$ cat config.mk
export PLATFORM = sky130hd
export DESIGN_NAME = dm_arbiter_flat
export DESIGN_NICKNAME = d
export VERILOG_FILES = /design/src/rtl/dm_arb_pkg.sv /design/src/rtl/dm_arbiter_if.sv /design/src/rtl/dm_arb_age.sv /design/src/rtl/dm_arbiter.sv /design/src/flat_wrapper.sv
export SDC_FILE = /design/constraint.sdc
export NUM_CORES = 1
export LEC_CHECK = 0
export CORE_AREA = 2 2 94 96
export DETAILED_ROUTE_END_ITERATION = 10
export DIE_AREA = 0 0 96 98
export DONT_BUFFER_PORTS = 1
export SYNTH_ARGS = -nofsm -noshare
export SYNTH_HDL_FRONTEND = slang
export SYNTH_SLANG_ARGS = --single-unit
export TNS_END_PERCENT = 1
$ cat constraint.sdc
create_clock -name clk -period 2.3 [get_ports clk]
set_input_delay 0.115 -clock clk [delete_from_list [all_inputs] [get_ports clk]]
set_output_delay 0.115 -clock clk [all_outputs]
set_load 0.05 [all_outputs]
$ cat src/rtl/dm_arb_pkg.sv
// dm_arb_pkg: shared port-select type, byte-enable constants and address width for dm_arbiter.
package dm_arb_pkg;

    typedef enum logic [1:0] {PORT_NONE, PORT_C, PORT_E} portSel_t;

    localparam logic [3:0] BE_WORD   = 4'b1111;
    localparam logic [3:0] BE_NONE   = 4'b0000;
    localparam int         DM_ADDR_W = 10;

    // Expand per-lane byte enables into a 32-bit bit mask.
    function automatic logic [31:0] beMask(input logic [3:0] be);
        logic [31:0] m;
        for (int k = 0; k < 4; k++) m[8*k +: 8] = {8{be[k]}};
        return m;
    endfunction

endpackage

$ cat src/rtl/dm_arbiter_if.sv
// dm_arbiter_if: CPU port, external port and memory-side bundle of the data-memory arbiter.
interface dm_arbiter_if
    import dm_arb_pkg::*;
#(
    parameter int ADDR_W = DM_ADDR_W
);
    logic              c_req;
    logic              c_we;
    logic [3:0]        c_be;
    logic [ADDR_W-1:0] c_addr;
    logic [31:0]       c_wdata;
    logic [31:0]       c_rdata;
    logic              c_stall;

    logic              e_req;
    logic              e_we;
    logic [3:0]        e_be;
    logic [ADDR_W-1:0] e_addr;
    logic [31:0]       e_wdata;
    logic              e_ack;
    logic              e_rvalid;
    logic [31:0]       e_rdata;

    logic              mem_we;
    logic [3:0]        mem_be;
    logic [ADDR_W-1:0] mem_addr;
    logic [31:0]       mem_wdata;
    logic [31:0]       mem_rdata;

    // Arbiter view.
    modport slave (
        input  c_req, c_we, c_be, c_addr, c_wdata,
        input  e_req, e_we, e_be, e_addr, e_wdata,
        input  mem_rdata,
        output c_rdata, c_stall, e_ack, e_rvalid, e_rdata,
        output mem_we, mem_be, mem_addr, mem_wdata
    );

    // Environment view: pipeline, loader and memory together.
    modport master (
        output c_req, c_we, c_be, c_addr, c_wdata,
        output e_req, e_we, e_be, e_addr, e_wdata,
        output mem_rdata,
        input  c_rdata, c_stall, e_ack, e_rvalid, e_rdata,
        input  mem_we, mem_be, mem_addr, mem_wdata
    );

endinterface

$ cat src/rtl/dm_arb_age.sv
// dm_arb_age: ages a pending external request and raises forceGrant once it has waited MAX_WAIT cycles.
module dm_arb_age #(
    parameter int MAX_WAIT = 4
) (
    input  logic clk,
    input  logic reset_n,
    input  logic req,
    input  logic ack,
    output logic forceGrant
);
    localparam int            CW      = $clog2(MAX_WAIT + 1);
    localparam logic [CW-1:0] CNT_MAX = CW'(MAX_WAIT);

    logic [CW-1:0] waitCnt;

    // Count denied cycles of a held request; an ack or a dropped request restarts the count.
    always_ff @(posedge clk or negedge reset_n)
        if (!reset_n) waitCnt <= '0;
        else waitCnt <= (!req || ack) ? '0 : (waitCnt == CNT_MAX) ? waitCnt : waitCnt + 1'b1;

    assign forceGrant = waitCnt == CNT_MAX;

endmodule

$ cat src/rtl/dm_arbiter.sv
// dm_arbiter: fixed-priority CPU / aged external arbiter for the shared data memory.
// Define DM_ARBITER_LOG_EN to trace every memory write in simulation.
module dm_arbiter
    import dm_arb_pkg::*;
#(
    parameter int MAX_WAIT = 4,
    parameter int ADDR_W   = DM_ADDR_W
) (
    input logic         clk,
    input logic         reset_n,
    dm_arbiter_if.slave bus
);
    portSel_t          sel;
    logic              forceGrant;
    logic              grantC;
    logic              grantE;
    logic              eRead;
    logic              memWe;
    logic [3:0]        memBe;
    logic [ADDR_W-1:0] memAddr;
    logic [31:0]       memWdata;
    logic              eRvalid;
    logic [31:0]       eRdata;

    dm_arb_age #(.MAX_WAIT(MAX_WAIT)) uAge (
        .clk,
        .reset_n,
        .req(bus.e_req),
        .ack(grantE),
        .forceGrant
    );

    // Pick the winner: an aged E request beats the CPU, otherwise the CPU has priority; nothing wins in reset.
    always_comb begin
        sel = PORT_NONE;
        if (reset_n)
            sel = (bus.e_req && (forceGrant || !bus.c_req)) ? PORT_E : bus.c_req ? PORT_C : PORT_NONE;
    end

    assign grantC = sel == PORT_C;
    assign grantE = sel == PORT_E;
    assign eRead  = grantE && !bus.e_we;

    // Steer the winner onto the memory port; an idle port carries CPU address/data with strobes off.
    always_comb begin
        memWe    = grantE ? bus.e_we : grantC && bus.c_we;
        memBe    = grantE ? bus.e_be : grantC ? bus.c_be : BE_NONE;
        memAddr  = grantE ? bus.e_addr : bus.c_addr;
        memWdata = grantE ? bus.e_wdata : bus.c_wdata;
    end

    // Capture external read data one cycle after its grant; data holds between reads.
    always_ff @(posedge clk or negedge reset_n)
        if (!reset_n) begin
            eRvalid <= 1'b0;
            eRdata  <= '0;
        end else begin
            eRvalid <= eRead;
            if (eRead) eRdata <= bus.mem_rdata;
        end

    assign bus.c_rdata   = bus.mem_rdata;
    assign bus.c_stall   = bus.c_req && !grantC && reset_n;
    assign bus.e_ack     = grantE;
    assign bus.e_rvalid  = eRvalid;
    assign bus.e_rdata   = eRdata;
    assign bus.mem_we    = memWe;
    assign bus.mem_be    = memBe;
    assign bus.mem_addr  = memAddr;
    assign bus.mem_wdata = memWdata;

`ifdef DM_ARBITER_LOG_EN
    // Trace each committed write with the winning port and the lane-masked data.
    always_ff @(posedge clk)
        if (reset_n && memWe)
            $display("%s*%h <= %h", grantE ? "E " : "C ", {20'b0, memAddr, 2'b00}, memWdata & beMask(memBe));
`endif

endmodule

$ cat src/flat_wrapper.sv
// flat-port wrapper written by rule: the top's interface ports become plain ports
module dm_arbiter_flat import dm_arb_pkg::*;
#(
    parameter int MAX_WAIT = 4,
    parameter int ADDR_W   = DM_ADDR_W
)
  (clk, reset_n, bus_c_req, bus_c_we, bus_c_be, bus_c_addr, bus_c_wdata, bus_e_req, bus_e_we, bus_e_be, bus_e_addr, bus_e_wdata, bus_mem_rdata, bus_c_rdata, bus_c_stall, bus_e_ack, bus_e_rvalid, bus_e_rdata, bus_mem_we, bus_mem_be, bus_mem_addr, bus_mem_wdata);
  dm_arbiter_if #(.ADDR_W(ADDR_W)) bus_i ();
  input logic clk;
  input logic reset_n;
  input wire logic [$bits(bus_i.c_req)-1:0] bus_c_req;
  input wire logic [$bits(bus_i.c_we)-1:0] bus_c_we;
  input wire logic [$bits(bus_i.c_be)-1:0] bus_c_be;
  input wire logic [$bits(bus_i.c_addr)-1:0] bus_c_addr;
  input wire logic [$bits(bus_i.c_wdata)-1:0] bus_c_wdata;
  input wire logic [$bits(bus_i.e_req)-1:0] bus_e_req;
  input wire logic [$bits(bus_i.e_we)-1:0] bus_e_we;
  input wire logic [$bits(bus_i.e_be)-1:0] bus_e_be;
  input wire logic [$bits(bus_i.e_addr)-1:0] bus_e_addr;
  input wire logic [$bits(bus_i.e_wdata)-1:0] bus_e_wdata;
  input wire logic [$bits(bus_i.mem_rdata)-1:0] bus_mem_rdata;
  output wire logic [$bits(bus_i.c_rdata)-1:0] bus_c_rdata;
  output wire logic [$bits(bus_i.c_stall)-1:0] bus_c_stall;
  output wire logic [$bits(bus_i.e_ack)-1:0] bus_e_ack;
  output wire logic [$bits(bus_i.e_rvalid)-1:0] bus_e_rvalid;
  output wire logic [$bits(bus_i.e_rdata)-1:0] bus_e_rdata;
  output wire logic [$bits(bus_i.mem_we)-1:0] bus_mem_we;
  output wire logic [$bits(bus_i.mem_be)-1:0] bus_mem_be;
  output wire logic [$bits(bus_i.mem_addr)-1:0] bus_mem_addr;
  output wire logic [$bits(bus_i.mem_wdata)-1:0] bus_mem_wdata;
  assign bus_i.c_req = bus_c_req;
  assign bus_i.c_we = bus_c_we;
  assign bus_i.c_be = bus_c_be;
  assign bus_i.c_addr = bus_c_addr;
  assign bus_i.c_wdata = bus_c_wdata;
  assign bus_i.e_req = bus_e_req;
  assign bus_i.e_we = bus_e_we;
  assign bus_i.e_be = bus_e_be;
  assign bus_i.e_addr = bus_e_addr;
  assign bus_i.e_wdata = bus_e_wdata;
  assign bus_i.mem_rdata = bus_mem_rdata;
  assign bus_c_rdata = bus_i.c_rdata;
  assign bus_c_stall = bus_i.c_stall;
  assign bus_e_ack = bus_i.e_ack;
  assign bus_e_rvalid = bus_i.e_rvalid;
  assign bus_e_rdata = bus_i.e_rdata;
  assign bus_mem_we = bus_i.mem_we;
  assign bus_mem_be = bus_i.mem_be;
  assign bus_mem_addr = bus_i.mem_addr;
  assign bus_mem_wdata = bus_i.mem_wdata;
  dm_arbiter #(.MAX_WAIT(MAX_WAIT), .ADDR_W(ADDR_W)) u_core (.clk(clk), .reset_n(reset_n), .bus(bus_i));
endmodule
==> reports/metrics.cfg <==
[floorplanning]
core_um2=8470
pin_count=244
die_y_um=98
die_w_um=96
initial_utilization_pct=26.4
row_count=34
dieArea_um2=9410

[timing]
finalCritPeriodShare_pct=97.2
fin_setup_tns_ps=0
whs_ps=-484
finalClockSkew_ps=6.72
rsz0062_at_grt=yes
setup_ws_ps=65.5
hold_violations=36
max-slew-margin-rel_pct=65.3
max_freq_ghz=0.448
worstMarginPinSlew_ps=519
slew_violations=0
min_period_ps=2230
finalSetupViolations=0

[synthesis]
synth_top_family_by_area=multiplexers
synth_area_leader_cell=dfrtp_1
ys_ff_latch=36
ys_warn_count=0
syn_area_um2=2240
synth_nets=307
yosysUniqueCellTypes=19
synthAdderAreaFrac_pct=1.12
synth_mux_area_share_pct=37.7
avgSynthCellArea_um2=12.8
syn-instance-count=175
yosys.area_share.simple_pct=2.80
synth.top_cell.area_share_pct=40.3
yosysSeqAreaShare_pct=40.3
synth_compound_area_share_pct=3.53
synth_area_leaders=dfrtp_1 (40%), mux2_2 (37%), buf_4 (12%)
synth_xor_area_share_pct=0.392

[worst_setup_path]
worst_setup_path_start_kind=flip-flop
worst_setup_path_end_kind=output port
required_ps=2180
critical_path.max_fanout=12
worstPathArrival_ps=2120
crit_type=flip-flop to output port
reg2reg_depth=6

[clock_network]
cts_sinks=36
clock_latency_ps=280
cts_tree=yes
cts.path.max_buffers=2
cts.htree.levels=2
cts-root-buf=clkbuf_8
cts_buffers=5
clk_pin_slew_ps=80

[hold_path]
hold_class=primary input to asynchronous set/reset pin

[cells_and_area]
postLayoutCellArea_um2=2730
fill_cells=824
area_delta_synth_final_pct=21.9
layout_commonest_cell=mux2_2
layout.cells.non_filler=297
nNetsFinal=319
drive_above_1_share_pct=51.1
final_cell_mix=mux2_2 (57), dfrtp_1 (36), dlygate4sd3_1 (33)

[global_route]
gr-total-overflow=0
grt_max_degree=49
antenna_found_initial=1
track_usage_pct=10.2
grt_pass1_wl_mm=7.16
grt_pass1_vias=1399

[power_and_ir_drop]
leakage_nw=1.12
total_power_mw=2.38
vdd_drop_max_uv=209
p_per_area_nw_per_um2=872

[detailed_routing]
drcViolationCount=0
postRouteAntennaNets=0
firstDrtPassIters=4
wl_per_cell_um=19.3
vias_per_cell=4.80
wl_mm=5.73
drt-initial-drc-count=48
vias=1426

[place]
gp_congestion=0.774
hpwl_mm=4.12
dp_slack_ps=314
numPortBuffers=0
dpl_cell_area_um2=2150
dp.cells=251

[run]
drv_cap=0

[status]
status=finished, violations left
violations=negative hold slack

report_power, final:
part           total, mW  internal, mW  leakage (nW)  switching [mW]
registers           1.34         0.763         0.437           0.575
clock network      0.464         0.243        0.0445           0.220
logic              0.577         0.245         0.636           0.332
critical path, stage by stage (launching register included):
cell and delay, ps:
dfrtp_1 400, inv_1 60, ha_1 250, nand2_4 110
a21oi_4 220, buf_12 160, clkbuf_16 160, mux2_2 460
sequential cells by signal, indices dropped and copies added, names as in the netlist:
register	flops
u_core.uAge.waitCnt	3
u_core.bus.e_rvalid	1
u_core.bus.e_rdata	32
what timing repair did:
action                                  4_1_cts  5_1_grt
hold endpoints to repair                     70       37
setup buffers                                 0        1
cloned                                        0        3
endpoints found under the setup margin       42       43
gates resized for setup                       0       17
pin swaps                                     0        1
hold buffers                                 32        1
per-layer routing:
metal / routed length (µm) / vias to the layer above / GRT usage [%]
met4: 55 / 0 / 3.96
met2: 2990 / 120 / 17.0
met3: 555 / 6 / 3.09
met1: 2130 / 688 / 12.1
met5: 0 / - / 0
li1: - / 612 / -
worst paths after layout:
kind / startpoint / endpoint / slack, ps
worst min-delay path: reset_n / u_core.bus.e_rdata[31]$_DFFE_PN0P_ / -480
max in group asynchronous: reset_n / u_core.bus.e_rdata[8]$_DFFE_PN0P_ / 2690
worst min register to register: u_core.uAge.waitCnt[0]$_DFFE_PN0P_ / u_core.uAge.waitCnt[0]$_DFFE_PN0P_ / 590
worst max-delay path: u_core.uAge.waitCnt[0]$_DFFE_PN0P_ / bus_mem_wdata[2] / 70
worst max register to register: u_core.uAge.waitCnt[0]$_DFFE_PN0P_ / u_core.bus.e_rdata[24]$_DFFE_PN0P_ / 440
min in group clk: bus_e_we / u_core.bus.e_rvalid$_DFF_PN0_ / 100
cell usage after synthesis:
cell / count
buf_4: 36
nand3_1: 1
inv_1: 2
nand2_4: 1
nor4b_1: 1
dfrtp_1: 36
a211oi_4: 1
xnor2_1: 1
buf_2: 1
mux2_2: 74
nor2_1: 3
mux2i_1: 1
a22o_1: 5
ha_1: 2
buf_6: 3
nand2_1: 3
nor3b_1: 2
a31oi_1: 1
a21oi_2: 1
cell type report:
cell class | instances | area [µm²] | area share, %
Clock buffer | 7 | 86.3 | 3.17
Clock inverter | 1 | 7.51 | 0.275
Tap cell | 108 | 135 | 4.96
Inverter | 2 | 7.51 | 0.275
Sequential cell | 36 | 901 | 33.0
Timing Repair Buffer | 45 | 497 | 18.2
Multi-Input combinational cell | 97 | 1090 | 40.0
Antenna cell | 1 | 2.50 | 0.0918
per-stage QoR:
step	utilization, %	hold slack, ps
global placement	25.5	-180
floorplan	-	-181
CTS	30.3	-498
finish	32.2	-484
global route	32.2	-512
detailed placement	25.5	-180
cells by family (layout without fill, tap and decap cells):
family / after synthesis / count (layout)
AOI/OAI and AO/OA: 8 / 8
buffers and inverters: 42 / 55
and+or+nand+nor: 11 / 11
adders and majority gates: 2 / 2
DFF: 36 / 36
xor gates and xnor gates: 1 / 1
muxes: 75 / 75
other: 0 / 1
Note: power is estimated with default switching activity, not from simulation.
